File: src/rtl/forward_pass_mac_pkg.sv
// Shared types and arithmetic for the forward_pass MAC accumulator: FSM states,
// default widths and a width-generic saturating add/subtract.
package forward_pass_mac_pkg;

    localparam int PROD_WIDTH_DEF = 22;
    localparam int BIAS_WIDTH_DEF = 16;
    localparam int ACC_WIDTH_DEF  = 32;
    localparam int OUT_WIDTH_DEF  = 11;
    localparam int SHIFT_DEF      = 10;

    // Internal arithmetic width; wide enough that acc +/- product never wraps.
    localparam int WIDE = 64;

    localparam logic signed [ACC_WIDTH_DEF-1:0] ACC_MAX = {1'b0, {(ACC_WIDTH_DEF-1){1'b1}}};
    localparam logic signed [ACC_WIDTH_DEF-1:0] ACC_MIN = {1'b1, {(ACC_WIDTH_DEF-1){1'b0}}};

    typedef enum logic [1:0] {
        ST_IDLE   = 2'd0,
        ST_ACCUM  = 2'd1,
        ST_POST   = 2'd2,
        ST_OUTPUT = 2'd3
    } state_e;

    typedef struct packed {
        logic signed [WIDE-1:0] sum;
        logic                   sat;
    } sat_res_t;

    // base +/- mag, clamped to the signed range of 'width' bits.
    function automatic sat_res_t sat_addsub(input logic signed [WIDE-1:0] base,
                                            input logic        [WIDE-1:0] mag,
                                            input logic                   neg,
                                            input int unsigned            width);
        logic signed [WIDE-1:0] lim_max;
        logic signed [WIDE-1:0] lim_min;
        logic signed [WIDE-1:0] raw;
        sat_res_t               res;
        lim_max = (64'sd1 <<< (width - 1)) - 64'sd1;
        lim_min = -(64'sd1 <<< (width - 1));
        raw     = neg ? (base - signed'(mag)) : (base + signed'(mag));
        res.sum = raw;
        res.sat = 1'b0;
        if (raw > lim_max) begin
            res.sum = lim_max;
            res.sat = 1'b1;
        end else if (raw < lim_min) begin
            res.sum = lim_min;
            res.sat = 1'b1;
        end
        return res;
    endfunction

endpackage

File: src/rtl/forward_pass_mac_post.sv
// Combinational post-processing of the accumulator: arithmetic rescale,
// ReLU and high-side clip to the unsigned activation width.
module forward_pass_mac_post
    import forward_pass_mac_pkg::*;
#(
    parameter int ACC_WIDTH = ACC_WIDTH_DEF,
    parameter int OUT_WIDTH = OUT_WIDTH_DEF,
    parameter int SHIFT     = SHIFT_DEF
) (
    input  logic signed [ACC_WIDTH-1:0] acc_i,
    output logic        [OUT_WIDTH-1:0] data_o,
    output logic                        clip_o
);

    logic signed [ACC_WIDTH-1:0] scaled;

    assign scaled = acc_i >>> SHIFT;

    // NOTE: every output gets a default before the branches so no latch is inferred.
    always_comb begin
        data_o = '0;
        clip_o = 1'b0;
        if (scaled[ACC_WIDTH-1]) begin
            data_o = '0;
        end else if (|scaled[ACC_WIDTH-2:OUT_WIDTH]) begin
            data_o = '1;
            clip_o = 1'b1;
        end else begin
            data_o = scaled[OUT_WIDTH-1:0];
        end
    end

endmodule

File: src/rtl/forward_pass_mac_acc.sv
// Neuron accumulator: sums signed-tagged products onto a bias, then rescales,
// applies ReLU/saturation and hands one activation per neuron downstream.
module forward_pass_mac_acc
    import forward_pass_mac_pkg::*;
#(
    parameter int PROD_WIDTH = PROD_WIDTH_DEF,
    parameter int BIAS_WIDTH = BIAS_WIDTH_DEF,
    parameter int ACC_WIDTH  = ACC_WIDTH_DEF,
    parameter int OUT_WIDTH  = OUT_WIDTH_DEF,
    parameter int SHIFT      = SHIFT_DEF
) (
    input  logic                  ap_clk,
    input  logic                  ap_rst_n,
    input  logic                  in_valid,
    output logic                  in_ready,
    input  logic [PROD_WIDTH-1:0] in_prod,
    input  logic                  in_neg,
    input  logic [BIAS_WIDTH-1:0] in_bias,
    input  logic                  in_last,
    output logic                  out_valid,
    input  logic                  out_ready,
    output logic [OUT_WIDTH-1:0]  out_data,
    output logic                  out_sat,
    output logic [15:0]           beat_cnt
);

    state_e                      state_q,     state_d;
    logic signed [ACC_WIDTH-1:0] acc_q,       acc_d;
    logic                        acc_sat_q,   acc_sat_d;
    logic [15:0]                 beat_cnt_q,  beat_cnt_d;
    logic                        out_valid_q, out_valid_d;
    logic [OUT_WIDTH-1:0]        out_data_q,  out_data_d;
    logic                        out_sat_q,   out_sat_d;

    logic                        beat_fire;
    logic signed [WIDE-1:0]      base_wide;
    logic [WIDE-1:0]             mag_wide;
    sat_res_t                    sum_res;
    logic [OUT_WIDTH-1:0]        post_data;
    logic                        post_clip;

    // Gated by reset so upstream never sees a ready while the block is held.
    assign in_ready  = ap_rst_n & ((state_q == ST_IDLE) | (state_q == ST_ACCUM));
    assign beat_fire = in_valid & in_ready;

    // The first beat of a neuron seeds from the bias instead of the running sum.
    assign base_wide = (state_q == ST_IDLE)
                     ? {{(WIDE-BIAS_WIDTH){in_bias[BIAS_WIDTH-1]}}, in_bias}
                     : {{(WIDE-ACC_WIDTH){acc_q[ACC_WIDTH-1]}}, acc_q};
    assign mag_wide  = {{(WIDE-PROD_WIDTH){1'b0}}, in_prod};
    assign sum_res   = sat_addsub(base_wide, mag_wide, in_neg, ACC_WIDTH);

    forward_pass_mac_post #(
        .ACC_WIDTH (ACC_WIDTH),
        .OUT_WIDTH (OUT_WIDTH),
        .SHIFT     (SHIFT)
    ) u_post (
        .acc_i  (acc_q),
        .data_o (post_data),
        .clip_o (post_clip)
    );

    always_comb begin
        state_d     = state_q;
        acc_d       = acc_q;
        acc_sat_d   = acc_sat_q;
        beat_cnt_d  = beat_cnt_q;
        out_valid_d = out_valid_q;
        out_data_d  = out_data_q;
        out_sat_d   = out_sat_q;
        unique case (state_q)
            ST_IDLE: begin
                if (beat_fire) begin
                    acc_d      = sum_res.sum[ACC_WIDTH-1:0];
                    acc_sat_d  = sum_res.sat;
                    beat_cnt_d = 16'd1;
                    state_d    = in_last ? ST_POST : ST_ACCUM;
                end
            end
            ST_ACCUM: begin
                if (beat_fire) begin
                    acc_d      = sum_res.sum[ACC_WIDTH-1:0];
                    acc_sat_d  = acc_sat_q | sum_res.sat;
                    beat_cnt_d = (beat_cnt_q == 16'hFFFF) ? beat_cnt_q : beat_cnt_q + 16'd1;
                    if (in_last) state_d = ST_POST;
                end
            end
            ST_POST: begin
                out_data_d  = post_data;
                out_sat_d   = post_clip | acc_sat_q;
                out_valid_d = 1'b1;
                state_d     = ST_OUTPUT;
            end
            ST_OUTPUT: begin
                if (out_ready) begin
                    out_valid_d = 1'b0;
                    acc_sat_d   = 1'b0;
                    beat_cnt_d  = '0;
                    state_d     = ST_IDLE;
                end
            end
            default: state_d = ST_IDLE;
        endcase
    end

    // NOTE: state registers use non-blocking assignment so every flop samples pre-edge values.
    always_ff @(posedge ap_clk or negedge ap_rst_n) begin
        if (!ap_rst_n) begin
            state_q     <= ST_IDLE;
            acc_q       <= '0;
            acc_sat_q   <= 1'b0;
            beat_cnt_q  <= '0;
            out_valid_q <= 1'b0;
            out_data_q  <= '0;
            out_sat_q   <= 1'b0;
        end else begin
            state_q     <= state_d;
            acc_q       <= acc_d;
            acc_sat_q   <= acc_sat_d;
            beat_cnt_q  <= beat_cnt_d;
            out_valid_q <= out_valid_d;
            out_data_q  <= out_data_d;
            out_sat_q   <= out_sat_d;
        end
    end

    assign out_valid = out_valid_q;
    assign out_data  = out_data_q;
    assign out_sat   = out_sat_q;
    assign beat_cnt  = beat_cnt_q;

endmodule
File: config.mk
export PLATFORM = sky130hd
export DESIGN_NAME = forward_pass_mac_acc
export DESIGN_NICKNAME = d
export VERILOG_FILES = /design/src/rtl/forward_pass_mac_pkg.sv /design/src/rtl/forward_pass_mac_post.sv /design/src/rtl/forward_pass_mac_acc.sv
export SDC_FILE = /design/constraint.sdc
export NUM_CORES = 1
export LEC_CHECK = 0
export CAP_MARGIN = 5
export CORE_MARGIN = 8
export CORE_UTILIZATION = 57
export DETAILED_ROUTE_END_ITERATION = 10
export GPL_TIMING_DRIVEN = 0
export PLACE_DENSITY = 0.79
export RECOVER_POWER = 100
export SLEW_MARGIN = 40
export SYNTH_ARGS = -nofsm -noshare
export SYNTH_HDL_FRONTEND = slang
export SYNTH_SLANG_ARGS = --single-unit
File: constraint.sdc
create_clock -name ap_clk -period 8.15 [get_ports ap_clk]
set_input_delay 2.445 -clock ap_clk [delete_from_list [all_inputs] [get_ports ap_clk]]
set_output_delay 2.445 -clock ap_clk [all_outputs]
set_load 0.005 [all_outputs]
-- Yosys cells after proc, flatten, opt, wreduce, memory -nomap -nowiden
Cells that the tools add are included.
- logic and storage cells: 60
- output and inout bits: 30
- register bits after elaboration: 64
- bits of input ports: 44
- mux-type cells: 24
- eq/ne operators: 9
- bitwise logic cells: 5
- reduce and logical (&&, ||, !) cells: 10
- add/sub/neg operators: 3
- $lt $le $gt $ge: 2
- operator list (operator ; number):
    $mux 64 ; 2
    $mux 33 ; 2
    $add 64x23->64 ; 1
    $gt 64x32->1 const B ; 1
    $lt 64x32->1 const B ; 1
    $mux 16 ; 4
    $sub 64x23->64 ; 1
    $pmux 16 s3 ; 1
    $mux 11 ; 2
    $add 16x1->16 const B ; 1
    $eq 16x16->1 const B ; 1
    $reduce_or 11->1 ; 1
    $mux 2 ; 5
    $ne 2x2->1 const B ; 5
    $pmux 2 s4 ; 1
    $reduce_and 4->1 ; 2
    $mux 1 ; 5
    $reduce_and 5->1 ; 1
    $eq 2x2->1 const B ; 2
    $reduce_and 2->1 ; 2
    $or 1x1->1 ; 3
    $pmux 1 s3 ; 1
    $reduce_bool 3->1 ; 1
    $and 1x1->1 ; 2
    5 further kinds ; 5

-- Longest topological paths before layout
- word-level depth: 10
- depth in mapped cells: 24
- gate-level depth less buffers: 21

-- By module
From an unflattened synthesis, not the netlist that was laid out.
- cells, all modules: 1081
- area, all modules: 8385.5 µm²
- modules (own cells, without submodules) (module ; times used ; cells each ; area each (µm²) ; seq. area each (µm²)):
    forward_pass_mac_acc ; 1 ; 1051 ; 8186.6 ; 1601.5
    forward_pass_mac_post ; 1 ; 30 ; 198.9 ; 0.0

-- Worst setup path before layout
No wires, ideal clock.
- kind: in2reg
- start point: in in_prod[1]
- end point: reg acc_q[12]
- data required time: 8.077 ns
- path slack: 0.576 ns
- arrival: 7.501 ns
- library setup time: 0.073 ns
- stages on the path: 23
- cell sequence: or4_1 nor4_1 and2_1 nor2b_1 nor3b_1 ha_1 mux2i_1 ha_1 buf_2 a21oi_1 o21ai_0 a221o_1 a311o_1 a21oi_1 xnor2_1 nand2b_1 or4_1 or3_4 o31ai_4 buf_6 buf_6 nand2_1 a21oi_2
- cells in the longest elaborated chain, start to end: 5
- RTL lines (element ; line ; RTL):
    from (decl) ; forward_pass_mac_acc.sv:16 ; input logic [PROD_WIDTH-1:0] in_prod,
    $add 64x23->64 / $sub 64x23->64 (equally long branches) ; forward_pass_mac_pkg.sv:40 ; raw = neg ? (base - signed'(mag)) : (base + signed'(mag));
    $mux 64 * ; forward_pass_mac_pkg.sv:40 ;
    $lt 64x32->1 ; forward_pass_mac_pkg.sv:46 ; end else if (raw < lim_min) begin
    $mux 33 ; forward_pass_mac_pkg.sv:46 ;
    $mux 33 * ; forward_pass_mac_pkg.sv:43 ; if (raw > lim_max) begin
    to (signal assigned) ; forward_pass_mac_acc.sv:110 ; acc_q <= '0;
    to (signal assigned) ; forward_pass_mac_acc.sv:118 ; acc_q <= acc_d;
    to (decl) ; forward_pass_mac_acc.sv:28 ; logic signed [ACC_WIDTH-1:0] acc_q, acc_d;
Every way passes the cells marked *; elsewhere a longest branch is shown, timed or not.
A chain may end at the register's enable or synchronous reset.

-- Final worst setup path
- start point: in in_prod[9]
- end point: reg acc_q[11]
Same word-level chain as after synthesis.

==> summary.txt <==
Drt
  – Drt initial violations: 817
  – Detailed Route WL: 30.0 mm
  – Via density: 6.63
  – Top routing layer used: met4
  – Length of routed wiring on met1: 12.2 mm
  – WL met3: 2.41 mm
  – DR WL/cell: 21.4 µm
  – Drt drc: 0
  – DRT Pass-1 Iters: 8
  – Routed Antenna Nets: 0
  – Via Count: 9290
  – WL met2: 13.7 mm

Setup path
  – Setup crit end kind: flip-flop
  – Critical Path RT: 8420 ps
  – FF-to-FF End: acc_q[11]$_DFFE_PN0P_
  – FF-to-FF Start: state_q[1]$_DFFE_PN0P_
  – CP Max Fanout: 10
  – Cell depth of the worst flop-to-flop path: 21
  – FF-to-FF setup slack: 2040 ps
  – Crit path DAT: 8320 ps
  – Critical path type: in -> reg
  – Startpoint Class: input pin

STA
  – Setup TNS: 0 ps
  – Final hold viol count: 0
  – Finish-stage setup viols: 0
  – Final-report max-slew violation count: 0
  – Achievable frequency: 124 MHz
  – Min cycle time layout: 8060 ps
  – Tightest Pin Transition: 1290 ps
  – Setup Skew: 11.2 ps
  – Final period utilization: 0.989
  – Slew HR: 0.138

Clocking
  – H-Tree Level Count: 3
  – Hold-fix buffers, CTS: 0
  – Clk slew on worst S/H paths: 50 ps
  – Clock latency on the worst-skew pair: 340 ps
  – CTS Buffer Depth: 2
  – CTS buffer count: 9
  – Clock root buffer master: clkbuf_16
  – CTS tree: yes
  – CTS sink cnt: 64

Run
  – Max cap viols: 0

Yosys
  – Synth area leaders: dfrtp_1 (20%), ha_1 (9.0%), a21oi_1 (6.8%)
  – Cells after Synth: 1117
  – Area share of the leading cell type in the synthesized netlist: 0.195
  – Top cells by count, synth: nand2_1 (131), a21oi_1 (112), nor2_1 (94)
  – Count of cell types in the netlist: 83
  – Synth Register Bits: 64
  – Register area share after synthesis: 0.195
  – Synth Flop Type: dfrtp_1
  – Most common cell in the netlist: nand2_1
  – Synth area leader: dfrtp_1
  – Syn Nets: 1221
  – Post-synth EDFFs: 0
  – Syn Area/Cell: 7.34 µm²
  – Synthesized area: 8200 µm²
  – Synth async-reset ratio: 1.00
  – Ys Warns: 0

Hold path
  – Hold Path Class: reg -> reg
  – Hold path depth: 1
  – Hold EP: beat_cnt[5]$_DFFE_PN0P_
  – Critical hold path startpoint: beat_cnt[5]$_DFFE_PN0P_

Floorplanning
  – Number of core rows: 44
  – # IOs: 74
  – Initial Util: 0.573
  – Die H: 136 µm
  – Die ar.: 18500 µm²
  – Core ar.: 14300 µm²
  – Die width: 136 µm

Placed design
  – Half-perimeter wire length after placement: 23.6 mm
  – Placer Congestion: 1.04
  – Post-Place Cell Area: 9190 µm²
  – Port Buffers: 72

Power
  – Peak VDD IR: 0.000246 V
  – Power Dens Cells: 502 nW/µm²
  – Power Total: 0.00500 W
  – Pleak: 4.15 nW

Cells and area
  – # diodes: 0
  – End-of-flow core utilization: 0.696
  – Layout net count: 1317
  – Final Instance Area: 9960 µm²
  – Share of layout cells above drive strength 1: 0.131
  – Layout Area Growth over Synthesis: 21.4%

Global route
  – GRT overflow: 0
  – First-pass GRT wire length: 46.0 mm
  – Initial antenna violation count: 0
  – Vias in the first global route: 8491
  – Pin count of the biggest net entering global routing: 44
  – GRT Total Usage: 0.316

Status
  – Outcome: complete, no violations
==> logic make-up after synthesis <==
group | after synthesis | synth area share
simple gates | 399 | 0.236
compound gates | 396 | 0.321
buf+inv | 111 | 0.0559
xor+xnor | 66 | 0.0705
flops | 64 | 0.195
fa+ha+maj | 60 | 0.0925
mux | 21 | 0.0284
==> critical path, stage by stage <==
cell,delay [ps]
clkdlybuf4s50_1,460
nor4_1,710
and2_4,330
nor2b_4,200
clkbuf_2,240
a21o_1,220
ha_1,250
clkbuf_1,190
a21oi_1,250
o21ai_1,140
a221o_1,300
a311o_2,430
a21oi_4,250
xnor2_1,150
nand2b_1,60
or4_1,510
or3_4,400
o31ai_4,240
buf_6,160
buf_6,140
nand2_1,100
a21oi_2,140
==> placed cells by master (no fill, tap or decap), types with 19 or more instances in the layout <==
| master | netlist | routed |
|---|---|---|
| nand2_1 | 131 | 128 |
| clkdlybuf4s50_1 | 0 | 36 |
| inv_1 | 47 | 47 |
| nor3_1 | 25 | 19 |
| a21o_1 | 37 | 37 |
| clkbuf_1 | 40 | 36 |
| a21oi_2 | 11 | 23 |
| nand3_1 | 23 | 22 |
| dfrtp_1 | 64 | 64 |
| xor2_1 | 22 | 21 |
| nor2_1 | 94 | 92 |
| a21oi_1 | 112 | 97 |
| nand4_1 | 40 | 40 |
| o21ai_0 | 88 | 85 |
| xnor2_1 | 44 | 42 |
| dlygate4sd3_1 | 0 | 31 |
| ha_1 | 59 | 59 |
==> how the worst max path moves through the flow <==
stage | start | endpoint | cells after the start | slack (ps)
3_3_place_gp | in_prod[0] | acc_q[5]$_DFFE_PN0P_ | 23 | -1400
4_1_cts | in_prod[0] | acc_q[5]$_DFFE_PN0P_ | 24 | 1
5_1_grt | in_prod[9] | acc_q[11]$_DFFE_PN0P_ | 22 | -70
2_1_floorplan | in_prod[1] | acc_q[12]$_DFFE_PN0P_ | 23 | 580
6_report | in_prod[9] | acc_q[11]$_DFFE_PN0P_ | 22 | 90
3_5_place_dp | in_prod[0] | acc_q[5]$_DFFE_PN0P_ | 23 | -1350
==> stage by stage <==
step | hold slack (ps) | setup slack [ps] | std cells
after detailed placement | 497 | -1350 | 1375
after CTS | 504 | 1.09 | 1394
after global placement | 485 | -1400 | 1373
after floorplan | 462 | 576 | 1117
final | 496 | 92.5 | 1402
after global routing | 516 | -67.1 | 1402
==> flip-flops by register name, indices dropped and copies added (netlist names) <==
register	flops
acc_q	32
acc_sat_q	1
beat_cnt	16
out_data	11
out_sat	1
out_valid	1
state_q	2
==> power breakdown <==
group	internal, W	total (W)	switching (W)
clock	0.000276	0.000422	0.000146
combinational	0.00147	0.00407	0.00260
sequential	0.000434	0.000510	0.0000761
total	0.00218	0.00500	0.00282
==> layer usage <==
layer,vias to the layer above,track usage
met5,-,0
met4,0,0.167
met3,115,0.0458
met2,528,0.509
met1,4308,0.402
li1,4339,-
==> layout make-up <==
cell class / instances / area [µm²]
tap: 184 / 230
clock buffer: 11 / 243
buffer: 62 / 290
fill: 1167 / 4360
timing repair buffer: 87 / 870
inverter: 47 / 176
clock inverter: 5 / 80.1
multi-input combinational: 942 / 6460
sequential: 64 / 1600
==> repair_timing <==
item	CTS	global route
endpoints found under the hold margin	0	0
gates cloned	0	0
setup endpoints to repair	32	32
resized for setup	33	48
pin swaps	2	13
buffers inserted	3	10
Note: power is estimated with default switching activity, not from simulation.
